### config.mk
export PLATFORM = sky130hd
export DESIGN_NAME = gelato_warp_ibuffer_array_flat
export DESIGN_NICKNAME = d
export VERILOG_FILES = /design/src/rtl/gelato_pkg.sv /design/src/rtl/gelato_warp_ibuffer_array_if.sv /design/src/rtl/gelato_ibuf_fifo.sv /design/src/rtl/gelato_warp_ibuffer_array.sv /design/src/flat_wrapper.sv
export SDC_FILE = /design/constraint.sdc
export NUM_CORES = 1
export LEC_CHECK = 0
export CAP_MARGIN = 0
export CORE_ASPECT_RATIO = 1.1
export CORE_UTILIZATION = 50
export DETAILED_ROUTE_END_ITERATION = 10
export GPL_TIMING_DRIVEN = 0
export PLACE_DENSITY = 0.72
export REMOVE_ABC_BUFFERS = 1
export SYNTH_ARGS = -nofsm -noshare
export SYNTH_HDL_FRONTEND = slang
export SYNTH_SLANG_ARGS = --single-unit
### constraint.sdc
create_clock -name clk -period 3.9 [get_ports clk]
set_input_delay 0.585 -clock clk [delete_from_list [all_inputs] [get_ports clk]]
set_output_delay 0.585 -clock clk [all_outputs]
set_load 0.01 [all_outputs]
### src/rtl/gelato_pkg.sv
// Shared definitions for the gelato warp instruction buffer: default sizes and
// the instruction / warp-id types.
package gelato_pkg;

  localparam int GELATO_NUM_WARPS = 4;
  localparam int GELATO_DEPTH     = 4;
  localparam int GELATO_INST_W    = 64;

  function automatic int wid_w(input int n);
    return (n > 1) ? $clog2(n) : 1;
  endfunction

  localparam int GELATO_WID_W = wid_w(GELATO_NUM_WARPS);

  typedef logic [GELATO_INST_W-1:0] inst_t;
  typedef logic [GELATO_WID_W-1:0]  warp_id_t;

endpackage

### src/rtl/gelato_warp_ibuffer_array_if.sv
// Decoder enqueue, issue dequeue, flush and status signals of the warp
// instruction buffer; master is the pipeline side, slave is the buffer.
interface gelato_warp_ibuffer_array_if
  import gelato_pkg::*;
#(
  parameter int NUM_WARPS = GELATO_NUM_WARPS,
  parameter int INST_W    = GELATO_INST_W
);
  localparam int WID_W = wid_w(NUM_WARPS);

  logic                 dec_valid;
  logic [WID_W-1:0]     dec_warp;
  logic [INST_W-1:0]    dec_inst;
  logic                 dec_ready;
  logic                 iss_valid;
  logic [WID_W-1:0]     iss_warp;
  logic [INST_W-1:0]    iss_inst;
  logic                 iss_ready;
  logic                 flush_valid;
  logic [WID_W-1:0]     flush_warp;
  logic [NUM_WARPS-1:0] ib_nonempty;
  logic [NUM_WARPS-1:0] ib_full;

  modport master (
    output dec_valid, dec_warp, dec_inst, iss_valid, iss_warp, flush_valid, flush_warp,
    input  dec_ready, iss_inst, iss_ready, ib_nonempty, ib_full
  );

  modport slave (
    input  dec_valid, dec_warp, dec_inst, iss_valid, iss_warp, flush_valid, flush_warp,
    output dec_ready, iss_inst, iss_ready, ib_nonempty, ib_full
  );
endinterface

### src/rtl/gelato_ibuf_fifo.sv
// One warp's instruction FIFO: storage ring plus head/tail/count. Callers gate
// push/pop/clear with the global enable; clear beats push and pop.
module gelato_ibuf_fifo #(
  parameter int DEPTH  = 4,
  parameter int INST_W = 64
) (
  input  logic              clk,
  input  logic              rst,
  input  logic              push,
  input  logic              pop,
  input  logic              clear,
  input  logic [INST_W-1:0] push_data,
  output logic [INST_W-1:0] head_data,
  output logic              nonempty,
  output logic              full
);
  localparam int PTR_W = (DEPTH > 1) ? $clog2(DEPTH) : 1;
  localparam int CNT_W = $clog2(DEPTH + 1);

  logic [INST_W-1:0] mem_q [DEPTH];
  logic [PTR_W-1:0]  head_q, head_d, tail_q, tail_d;
  logic [CNT_W-1:0]  count_q, count_d;
  logic              nonempty_q, nonempty_d, full_q, full_d;

  always_comb begin
    head_d  = head_q;
    tail_d  = tail_q;
    count_d = count_q;
    if (rst || clear) begin
      head_d  = '0;
      tail_d  = '0;
      count_d = '0;
    end else begin
      // Power-of-two depth lets the pointers wrap by plain overflow.
      if (push) tail_d = tail_q + 1'b1;
      if (pop)  head_d = head_q + 1'b1;
      case ({push, pop})
        2'b10:   count_d = count_q + 1'b1;
        2'b01:   count_d = count_q - 1'b1;
        default: count_d = count_q;
      endcase
    end
    nonempty_d = (count_d != '0);
    full_d     = (count_d == CNT_W'(DEPTH));
  end

  always_ff @(posedge clk) begin
    head_q     <= head_d;
    tail_q     <= tail_d;
    count_q    <= count_d;
    nonempty_q <= nonempty_d;
    full_q     <= full_d;
  end

  always_ff @(posedge clk) begin
    if (push && !clear && !rst) mem_q[tail_q] <= push_data;
  end

  assign head_data = mem_q[head_q];
  assign nonempty  = nonempty_q;
  assign full      = full_q;
endmodule

### src/rtl/gelato_warp_ibuffer_array.sv
// Per-warp instruction buffers between decode and issue, one FIFO per warp.
// Optional same-cycle decode-to-issue bypass on an empty warp: GELATO_IBUF_BYPASS_EN.
module gelato_warp_ibuffer_array
  import gelato_pkg::*;
#(
  parameter int NUM_WARPS = GELATO_NUM_WARPS,
  parameter int DEPTH     = GELATO_DEPTH,
  parameter int INST_W    = GELATO_INST_W
) (
  input  logic clk,
  input  logic rst,
  input  logic rdy,
  gelato_warp_ibuffer_array_if.slave bus
);
  localparam int WID_W = wid_w(NUM_WARPS);

  logic [NUM_WARPS-1:0] nonempty, full, push, pop, clear;
  logic [INST_W-1:0]    head_data [NUM_WARPS];
  logic [WID_W-1:0]     dec_idx, iss_idx;
  logic                 dec_in, iss_in, flush_in;
  logic                 iss_base, bypass_hit, dec_fire, iss_fire;

  always_comb begin
    dec_in   = 32'(bus.dec_warp) < NUM_WARPS;
    iss_in   = 32'(bus.iss_warp) < NUM_WARPS;
    flush_in = 32'(bus.flush_warp) < NUM_WARPS;
    dec_idx  = dec_in ? bus.dec_warp : '0;
    iss_idx  = iss_in ? bus.iss_warp : '0;

    // Full is this cycle's value: a same-cycle dequeue does not open a slot.
    bus.dec_ready = rdy && !rst && dec_in && !full[dec_idx] &&
                    !(bus.flush_valid && bus.flush_warp == bus.dec_warp);
    iss_base      = rdy && !rst && iss_in &&
                    !(bus.flush_valid && bus.flush_warp == bus.iss_warp);
`ifdef GELATO_IBUF_BYPASS_EN
    bypass_hit    = bus.dec_valid && bus.dec_ready &&
                    bus.dec_warp == bus.iss_warp && !nonempty[iss_idx];
    bus.iss_ready = iss_base && (nonempty[iss_idx] || bypass_hit);
    bus.iss_inst  = nonempty[iss_idx] ? head_data[iss_idx] : bus.dec_inst;
`else
    bypass_hit    = 1'b0;
    bus.iss_ready = iss_base && nonempty[iss_idx];
    bus.iss_inst  = head_data[iss_idx];
`endif
    dec_fire = bus.dec_valid && bus.dec_ready;
    iss_fire = bus.iss_valid && bus.iss_ready;

    push  = '0;
    pop   = '0;
    clear = '0;
    for (int w = 0; w < NUM_WARPS; w++) begin
      // A bypassed instruction goes straight to issue and is never stored.
      push[w]  = dec_fire && dec_idx == WID_W'(w) && !(iss_fire && bypass_hit);
      pop[w]   = iss_fire && iss_idx == WID_W'(w) && nonempty[w];
      clear[w] = rdy && bus.flush_valid && flush_in && bus.flush_warp == WID_W'(w);
    end

    bus.ib_nonempty = rst ? '0 : nonempty;
    bus.ib_full     = rst ? '0 : full;
  end

  for (genvar g = 0; g < NUM_WARPS; g++) begin : g_warp
    gelato_ibuf_fifo #(
      .DEPTH (DEPTH),
      .INST_W(INST_W)
    ) u_fifo (
      .clk      (clk),
      .rst      (rst),
      .push     (push[g]),
      .pop      (pop[g]),
      .clear    (clear[g]),
      .push_data(bus.dec_inst),
      .head_data(head_data[g]),
      .nonempty (nonempty[g]),
      .full     (full[g])
    );
  end
endmodule

### src/flat_wrapper.sv
// flat-port wrapper written by rule: the top's interface ports become plain ports
module gelato_warp_ibuffer_array_flat import gelato_pkg::*;
#(
  parameter int NUM_WARPS = GELATO_NUM_WARPS,
  parameter int DEPTH     = GELATO_DEPTH,
  parameter int INST_W    = GELATO_INST_W
)
  (clk, rst, rdy, bus_dec_valid, bus_dec_warp, bus_dec_inst, bus_iss_valid, bus_iss_warp, bus_flush_valid, bus_flush_warp, bus_dec_ready, bus_iss_inst, bus_iss_ready, bus_ib_nonempty, bus_ib_full);
  gelato_warp_ibuffer_array_if #(.NUM_WARPS(NUM_WARPS), .INST_W(INST_W)) bus_i ();
  input  logic clk;
  input  logic rst;
  input  logic rdy;
  input wire logic [$bits(bus_i.dec_valid)-1:0] bus_dec_valid;
  input wire logic [$bits(bus_i.dec_warp)-1:0] bus_dec_warp;
  input wire logic [$bits(bus_i.dec_inst)-1:0] bus_dec_inst;
  input wire logic [$bits(bus_i.iss_valid)-1:0] bus_iss_valid;
  input wire logic [$bits(bus_i.iss_warp)-1:0] bus_iss_warp;
  input wire logic [$bits(bus_i.flush_valid)-1:0] bus_flush_valid;
  input wire logic [$bits(bus_i.flush_warp)-1:0] bus_flush_warp;
  output wire logic [$bits(bus_i.dec_ready)-1:0] bus_dec_ready;
  output wire logic [$bits(bus_i.iss_inst)-1:0] bus_iss_inst;
  output wire logic [$bits(bus_i.iss_ready)-1:0] bus_iss_ready;
  output wire logic [$bits(bus_i.ib_nonempty)-1:0] bus_ib_nonempty;
  output wire logic [$bits(bus_i.ib_full)-1:0] bus_ib_full;
  assign bus_i.dec_valid = bus_dec_valid;
  assign bus_i.dec_warp = bus_dec_warp;
  assign bus_i.dec_inst = bus_dec_inst;
  assign bus_i.iss_valid = bus_iss_valid;
  assign bus_i.iss_warp = bus_iss_warp;
  assign bus_i.flush_valid = bus_flush_valid;
  assign bus_i.flush_warp = bus_flush_warp;
  assign bus_dec_ready = bus_i.dec_ready;
  assign bus_iss_inst = bus_i.iss_inst;
  assign bus_iss_ready = bus_i.iss_ready;
  assign bus_ib_nonempty = bus_i.ib_nonempty;
  assign bus_ib_full = bus_i.ib_full;
  gelato_warp_ibuffer_array #(.NUM_WARPS(NUM_WARPS), .DEPTH(DEPTH), .INST_W(INST_W)) u_core (.clk(clk), .rst(rst), .rdy(rdy), .bus(bus_i));
endmodule
# --- After elaboration in Yosys (flattened, before gate mapping) ---
# Memory sizes are Yosys's and may differ from the RTL's. A register that Yosys moved wholly into a read port is not among the register bits.
# Index checks and enable logic that the tools add are counted.
word_totals:
  register_bits: 36
  ram_bits: 1024
  output_inout_bits: 74
  elab_cells: 153
  mem_count: 4
classes:
  add_sub_neg: 16
  magnitude_cmp: 3
  eq_ne: 23
  mux: 33
  bitwise: 1
  reduce_logical: 53
memory_table:
  columns: ["memory", "depth", "width", "rd", "rd_clocked_by_memory_dff", "wr", "line", "rtl"]
  rows:
  - ["u_core.g_warp[0].u_fifo.mem_q", 4, 64, 1, 1, 1, "gelato_ibuf_fifo.sv:20", "logic [INST_W-1:0] mem_q [DEPTH];"]
  - ["u_core.g_warp[1].u_fifo.mem_q", 4, 64, 1, 1, 1, "gelato_ibuf_fifo.sv:20", null]
  - ["u_core.g_warp[2].u_fifo.mem_q", 4, 64, 1, 1, 1, "gelato_ibuf_fifo.sv:20", null]
  - ["u_core.g_warp[3].u_fifo.mem_q", 4, 64, 1, 1, 1, "gelato_ibuf_fifo.sv:20", null]
op_table:
  columns: ["cell", "n"]
  rows:
  - ["64-bit binary-select mux with 2-bit select", 1]
  - ["64-bit two-way mux", 2]
  - ["1-bit logical AND", 34]
  - ["3-bit case mux with 2 select lines", 4]
  - ["2-bit == test (second input constant)", 10]
  - ["2-bit by 1-bit adder with 2-bit output (second input constant)", 8]
  - ["2-bit two-way mux", 8]
  - ["2-bit by 1-bit == test with 1-bit output (second input constant)", 7]
  - ["3-bit by 1-bit adder with 3-bit output (second input constant)", 4]
  - ["3-bit == test (second input constant)", 4]
  - ["3-bit two-way mux", 4]
  - ["3-bit nonzero test", 4]
  - ["3-bit by 1-bit subtractor with 3-bit output (second input constant)", 4]
  - ["1-bit two-way mux", 10]
  - ["1-bit logical NOT", 8]
  - ["4-bit two-way mux", 2]
  - ["2-bit logical NOT", 3]
  - ["2-bit by 3-bit < comparator with 1-bit output (second input constant)", 2]
  - ["1-bit binary-select mux with 2-bit select", 2]
  - ["2-bit == test", 2]
  - ["1-bit logical OR", 4]
  - ["3-bit >= comparator (second input constant)", 1]
  - ["2-bit inverter with 3-bit output", 1]

# --- Logic depth before layout (Yosys ltp) ---
# Gate-level depths: netlist of the first run.
depth:
  ltp_word: 12
  ltp_mapped: 12
  ltp_nobuf: 10

# --- Cells and area by module ---
# A second synthesis of the first run with hierarchy kept.
hier_totals:
  hier_cells: 1672
  area_unflattened_um2: 40830.4
by_module_without_submodules:
  columns: ["mod", "instances", "cells_each", "area_per_inst_um2", "seq_area_each_um2"]
  rows:
  - ["gelato_ibuf_fifo at u_core.g_warp[1].u_fifo ...", 3, 386, 9731.8, 7907.6]
  - ["gelato_ibuf_fifo at u_core.g_warp[0].u_fifo", 1, 384, 9716.8, 7907.6]
  - ["gelato_warp_ibuffer_array", 1, 130, 1918.1, 0.0]

# --- Least setup slack after synthesis of the first run ---
# Ideal clock, no wire load.
synth_timing:
  path_kind: "input to register"
  from: "in bus_dec_warp[1]"
  to: "mem u_core.g_warp[3].u_fifo.mem_q[1][0] (enable)"
  setup_time_ns: 0.429
  t_arrival_ns: 2.912
  setup_slack_ns: 0.560
  cell_stages: 5
  path_buffers: 1
  path_cell_list: "buf_2 -> xnor2_1 -> and3_1 -> nor2_1 -> and2_1"
synth_between:
  elab_chain_cells: 11
  elab_cells_between_ends: 15
synth_rtl:
  columns: ["element", "line", "rtl"]
  rows:
  - ["start: declaration", "flat_wrapper.sv:14", "input wire logic [$bits(bus_i.dec_warp)-1:0] bus_dec_warp;"]
  - ["1-bit binary-select mux with 2-bit select", "gelato_warp_ibuffer_array.sv:31", "bus.dec_ready = rdy && !rst && dec_in && !full[dec_idx] &&"]
  - ["1-bit two-way mux (implied by the code)", "gelato_warp_ibuffer_array.sv:31", null]
  - ["1-bit logical NOT", "gelato_warp_ibuffer_array.sv:31", null]
  - ["1-bit logical AND (2 in a row)", "gelato_warp_ibuffer_array.sv:31", null]
  - ["1-bit logical AND", "gelato_warp_ibuffer_array.sv:45", "dec_fire = bus.dec_valid && bus.dec_ready;"]
  - ["1-bit logical AND *", "gelato_warp_ibuffer_array.sv:53", "push[w] = dec_fire && dec_idx == WID_W'(w) && !(iss_fire && bypass_hit);"]
  - ["1-bit logical AND * (2 in a row)", "gelato_ibuf_fifo.sv:56", "if (push && !clear && !rst) mem_q[tail_q] <= push_data;"]
  - ["1-bit two-way mux *", "gelato_ibuf_fifo.sv:56", null]
  - ["1-bit two-way mux (implied by the code) *", "gelato_ibuf_fifo.sv:56", null]
  - ["end: declaration", "gelato_ibuf_fifo.sv:20", null]
# Mark *: on every way between the ends. The rest lies on a longest branch, timed or not. The select of a mux whose other input is x is not followed.

==> results of run 1 <==
## state kept, by name (all words and copies together) (netlist names), named ones only
register / count
u_core.g_warp.u_fifo.mem_q: 1024
u_core.g_warp.u_fifo.tail_q: 8
u_core.g_warp.u_fifo.count_q: 12
u_core.g_warp.u_fifo.nonempty: 4
u_core.g_warp.u_fifo.head_q: 8
u_core.g_warp.u_fifo.full: 4
## through the flow
step	hold slack [ns]	cells	total power (W)
after CTS	0.492	3166	0.0230
after floorplan	0.456	1727	0.0131
after global routing	0.533	3169	0.0235
after detailed placement	0.475	2965	0.0135
final	0.506	3169	0.0229
after global placement	0.468	2930	0.0135
## cell families after synthesis
group	share of synthesized area, %
buffers and inverters	1.20
adders and majority gates	0.814
muxes	14.5
and+or+nand+nor	2.24
xor gates and xnor gates	0.299
DFF	78.0
AOI/OAI and AO/OA	2.95
## layout by cell type (no fill, tap or decap), types with 6 or more instances in the layout
master,Yosys,layout
clkbuf_16,0,103
a21oi_1,7,7
bufinv_16,0,10
and3_1,18,6
nor2_1,19,18
clkinv_2,0,16
buf_12,0,8
mux4_2,256,256
nand2b_1,12,12
dfxtp_1,44,36
inv_1,13,13
clkbuf_1,55,23
nand3_1,7,7
clkinv_1,0,18
and3_4,0,12
clkdlybuf4s50_1,0,147
xnor2_1,12,12
nor2b_1,13,11
edfxtp_1,1024,1024
buf_4,3,18
mux2i_1,13,13
o21ai_0,6,6
ha_1,20,20
buf_16,0,29
a22oi_1,128,128
dfxtp_4,0,8
nand2_1,77,77
## worst register-to-register path, cell delays in order, from the launching register on
cell and delay (ns):
dfxtp_1 0.34, nor4_2 0.73, and2_1 0.28, inv_1 0.08, ha_1 0.26, fa_1 0.44
xnor2_1 0.22, nor2_1 0.07, xnor2_1 0.15, nor3b_1 0.24
## timing repair
item                                    4_1_cts  5_1_grt
endpoints found under the setup margin       56       14
hold buffers                                  0        0
pin swaps                                     1        0
setup buffers                                17        3
cloned                                        2        0
gates resized for setup                       4        2
## layout make-up
type | count | area share, %
sequential | 1068 | 66.8
multi-input combinational | 648 | 18.1
clock buffer | 126 | 5.62
timing repair buffer | 204 | 5.44
tap | 1054 | 2.78
clock inverter | 56 | 1.19
inverter | 13 | 0.103
## metal layers
layer / share of wire, % / routed length [µm] / vias to the layer above
met5: 0.092 / 88 / -
met4: 2.2 / 2140 / 12
met1: 39 / 37100 / 10600
met3: 9.4 / 8950 / 155
met2: 49 / 47000 / 1064
li1: - / - / 8131
## where the power goes
| group | internal, W | leakage (nW) | total, W | switching [W] |
|---|---|---|---|---|
| sequential | 0.0126 | 9.57 | 0.0126 | 0.0000120 |
| clock | 0.00551 | 1.57 | 0.00963 | 0.00412 |
| combinational | 0.000271 | 3.48 | 0.000689 | 0.000418 |
| total | 0.0184 | 14.6 | 0.0229 | 0.00455 |
## worst paths after layout
check,start,endpoint
setup / recovery,register,bus_iss_inst[37]
setup reg to reg,u_core.g_warp[2].u_fifo.full,u_core.g_warp[2].u_fifo.full
hold / removal,u_core.g_warp[1].u_fifo.head_q[1],register
hold reg to reg,u_core.g_warp[1].u_fifo.head_q[1],register
==> flow_metrics.tcl, run 1 <==
set metrics [dict create \
    busiest_layer "met2" \
    critPathSlowestCell "dfxtp_4" \
    status "finished clean" \
    clk_pin_slew_ns 0.06 \
    r2r_slack_ns 1.00 \
    maxSlewViolCount 0 \
    avgSynthCellArea_um2 22.2 \
    fin_util_pct 59.0 \
    grt_pass1_wl_um 138000 \
    hp-class "reg2reg" \
    finalCriticalPeriod_ns 3.77 \
    rows 109 \
    synth_flop_cell "edfxtp_1" \
    drtIter0Drc 2358 \
    fin_nets 2137 \
    ys_types 49 \
    start_util_pct 50.5 \
    cts_max_level 3 \
    max_freq_mhz 265 \
    critPathBufInv 2 \
    skew_ns 0.0233 \
    hold_path_depth 2 \
    path_depth 5 \
    post-synth-top-count-cell "edfxtp_1" \
    cellPowerDensity_nw_per_um2 483 \
    multi_input_area_um2 8580 \
    crit_type "reg2out" \
    antenna_found_initial 6 \
    synthesis.area_um2 40600 \
    synth_top_area_share_pct 75.8 \
    cts_buffers 102 \
    synth_common_cells "edfxtp_1, mux4_2, a22oi_1" \
    fin_crit_sh_pct 96.7 \
    async_flop_share_pct 0 \
    totalWireLength_um 95300 \
    cts_sinks 1068 \
    grt_overflow 0 \
    first_pass_iters 5 \
    synthCells 1825 \
    crit_fanout 40 \
    finalSetupTns_ns 0 \
    critPathTopFamily "flip-flops" \
    detailed_place.area_um2 44000 \
    grt_pass1_vias 20800 \
    drive_gt1_share_pct 23.1 \
    synth_seq_cells 1068 \
    rsz0062_at_grt "no" \
    final_area_um2 47400 \
    hold_viol 0 \
    dp_slack_ns -0.271 \
    grt_usage_pct 23.6 \
    slew_headroom_pct 39.5 \
    synthTopCellsByArea "edfxtp_1, mux4_2, a22oi_1, dfxtp_1, nand2_1" \
    synth_edf_count 1024 \
    required_ns 3.31 \
    ys_seq_area_share_pct 78.0 \
    fp.dieArea_um2 82300 \
    ant_nets 0 \
    grt_max_degree 50 \
    wl_per_cell_um 30.1 \
    gp_congestion 0.759 \
    cts_max_path_buffers 3 \
    fin_ws_ns 0.129 \
    dpl.hpwl_um 49100 \
    setup_viol 0 \
    crit_chain "buf_12, mux4_2, a22oi_1, nand2_1, clkdlybuf4s50_1" \
    cts-root-buf "clkbuf_16" \
    use_met1_pct 33.1 \
    vdd_drop_max_mv 0.295 \
    fp.dieW_um 274 \
    p_leak_nw 14.6 \
    yosysTopAreaCell "edfxtp_1" \
    ff_latch_area_um2 31700 \
    crit_path_max_incr_delay_ns 0.92 \
    arrival_ns 3.19 \
    use_met3_pct 4.39 \
    grt_use_met2_pct 38.1 \
    drv_cap 0 \
    nFillCells 5465 \
    area_delta_synth_final_pct 16.9 \
    n_antenna_cell 0 \
    die_h_um 301 \
    cts_tree "built" \
    viasPerCell 6.29 \
    r2r_cells 9 \
    startpoint_type "register" \
    worst_skew_pair.late_latency_ns 0.65 \
    vias 19900 \
    io_buffers 149 \
    worst_pin_slew_ns 0.908 \
    ys_warn_count 0 \
    worst_setup_path_end_kind "output port" \
    ioPinCount 150 \
    route.detailed.drc 0 \
    core_um2 80300 \
]
(Power assumes the default switching activity.)
==> inputs of run 2 (changes only) <==
--- a/config.mk
+++ b/config.mk
@@ -12,6 +12,7 @@
 export GPL_TIMING_DRIVEN = 0
 export PLACE_DENSITY = 0.72
 export REMOVE_ABC_BUFFERS = 1
+export SKIP_LAST_GASP = 1
 export SYNTH_ARGS = -nofsm -noshare
 export SYNTH_HDL_FRONTEND = slang
 export SYNTH_SLANG_ARGS = --single-unit
==> run 2 against run 1 <==
Non-clock buffer count unchanged. Maximum frequency down 2.5%. Via count up 0.22%. Register-to-register slack worse by 0.02 ns. Sequential power about the same. Setup slack worse by 0.097 ns. Power about the same. First-iteration DRC count down 0.47%. Critical path depth up 1. Clock power about the same. Utilization about the same. Largest power group unchanged.
==> flow_metrics.tcl, run 2 (synthesis results as in run 1) <==
set metrics [dict create \
    status "finished clean" \
    detailed_place.area_um2 44000 \
    io_buffers 149 \
    fin_cells 3169 \
    die_h_um 301 \
    required_ns 3.31 \
    p_sw_share_pct 19.9 \
    wl_per_cell_um 30.0 \
    reg_top3 "u_core.g_warp.u_fifo.mem_q x1024, u_core.g_warp.u_fifo.count_q x12" \
    dp.cells 2965 \
    area_delta_synth_final_pct 16.9 \
    fin_util_pct 59.0 \
    rows 109 \
    hold_viol 0 \
    cts_max_level 3 \
    crit_chain "clkdlybuf4s15_1, and2_4, buf_16, a22oi_1, nand2_1, clkdlybuf4s50_1" \
    slew_headroom_pct 25.8 \
    ant_nets 0 \
    critPathSlowestCell "clkdlybuf4s15_1" \
    skew_ns 0.0215 \
    cts_buffers 102 \
    crit_path_max_incr_delay_ns 0.90 \
    combPwrFrac_pct 3.0 \
    dpl.hpwl_um 49100 \
    power_frac_seq_pct 55.0 \
    regToRegStartpoint "u_core.g_warp[2].u_fifo.full" \
    vdd_drop_max_mv 0.295 \
    crit_fanout 49 \
    rsz0062_at_grt "yes" \
    route.detailed.drc 0 \
    gp_congestion 0.759 \
    fin_nets 2137 \
    crit_type "in2out" \
    final_area_um2 47400 \
    finalCriticalPeriod_ns 3.87 \
    viasPerCell 6.30 \
    cts_tree "built" \
    most-common-layout-cells "edfxtp_1, mux4_2, clkdlybuf4s50_1, a22oi_1, clkbuf_16" \
    drtIter0Drc 2347 \
    path_depth 6 \
    grt_overflow 0 \
    final_common_cell "edfxtp_1" \
    worst_skew_pair.late_latency_ns 0.65 \
    arrival_ns 3.28 \
    fp.dieArea_um2 82300 \
    crit_path_end "bus_iss_inst[52]" \
    p_leak_nw 14.6 \
    cellPowerDensity_nw_per_um2 484 \
    maxSlewViolCount 0 \
    finalPower_w 0.0229 \
    totalWireLength_um 95200 \
    max_freq_mhz 259 \
    grt_usage_pct 23.6 \
    finalSetupTns_ns 0 \
    grt_pass1_vias 20800 \
    start_util_pct 50.5 \
    setup_viol 0 \
    clk_pin_slew_ns 0.06 \
    r2r_slack_ns 0.98 \
    critPathTopFamily "buffers and inverters" \
    largest_reg_flops 1024 \
    worst_pin_slew_ns 1.11 \
    clock_power_share_pct 42.0 \
    n_antenna_cell 0 \
    critPathBufInv 3 \
    fp.dieW_um 274 \
    cts_max_path_buffers 3 \
    ioPinCount 150 \
    drv_cap 0 \
    vias 20000 \
    r2r_cells 9 \
    cts-root-buf "clkbuf_16" \
    grt_pass1_wl_um 138000 \
    largest-register "u_core.g_warp.u_fifo.mem_q" \
    startpoint_type "input port" \
    first_pass_iters 5 \
    fin_crit_sh_pct 99.2 \
    internal_power_w 0.0184 \
    reg2reg_to "u_core.g_warp[2].u_fifo.full" \
    hp-class "reg2reg" \
    drive_gt1_share_pct 23.1 \
    cts_sinks 1068 \
    crit_start "bus_iss_warp[1]" \
    antenna_found_initial 6 \
    worst_setup_path_end_kind "output port" \
    core_um2 80300 \
    p_switching_w 0.00456 \
    grt_max_degree 50 \
]
-- run 2: changes by cell type in the layout (fill, tap and decap cells not counted), sizes merged --
cell and delta:
clkdlybuf4s15 +1, clkbuf -1
-- run 2: power groups by stage --
stage / clock network, W / registers, W / logic (W)
finish: 0.00964 / 0.0126 / 0.000690
global route: 0.0101 / 0.0126 / 0.000734
CTS: 0.00972 / 0.0126 / 0.000690
detailed placement: 0 / 0.0128 / 0.000667
global placement: 0 / 0.0129 / 0.000619
floorplan: 0 / 0.0129 / 0.000205
-- run 2: layer usage --
metal  vias up  share of wire, %  global-route usage (%)  routed length [µm]
li1       8131                 -                       -                   -
met1     10600                39                    33.1               37100
met2      1053                49                    38.1               46900
met3       163               9.4                    4.39                8910
met4        12               2.3                    6.88                2170
met5         -             0.092                       0                  88
-- run 2: worst min path at each step --
stage,start,end,slack [ns],cells after the start
floorplan,u_core.g_warp[1].u_fifo.head_q[0],register,0.46,1
global placement,u_core.g_warp[1].u_fifo.head_q[0],u_core.g_warp[1].u_fifo.head_q[0],0.47,1
detailed placement,u_core.g_warp[1].u_fifo.head_q[0],register,0.47,1
CTS,u_core.g_warp[1].u_fifo.head_q[0],register,0.49,1
global route,u_core.g_warp[1].u_fifo.head_q[0],u_core.g_warp[1].u_fifo.head_q[0],0.53,1
finish,u_core.g_warp[1].u_fifo.head_q[1],register,0.51,2
-- run 2: area by class of cell --
| cell class | count | area, µm² |
|---|---|---|
| clock buffer | 126 | 2660 |
| clock inverter | 56 | 563 |
| fill | 5464 | 32900 |
| inverter | 13 | 48.8 |
| multi-input combinational | 648 | 8580 |
| sequential | 1068 | 31700 |
| tap | 1054 | 1320 |
| timing repair buffer | 204 | 2580 |
-- run 2: per-stage QoR --
step	setup WS (ns)	hold WS, ns
after floorplan	-0.373	0.456
after global placement	-5.55	0.468
after CTS	0.0349	0.492
after global routing	-0.0188	0.533
after detailed placement	-0.271	0.475
final	0.0322	0.506
-- run 2: timing repair --
item,in CTS,in global routing
setup buffers,17,3
endpoints found under the setup margin,56,14
gates resized for setup,4,1
pin swaps,1,0
gates cloned,2,0
hold buffers,0,0
-- run 2: tightest hold or removal path: stages, from the launching register on --
cell and delay [ns]:
dfxtp_1 0.31, o21ai_0 0.07, a21oi_1 0.08
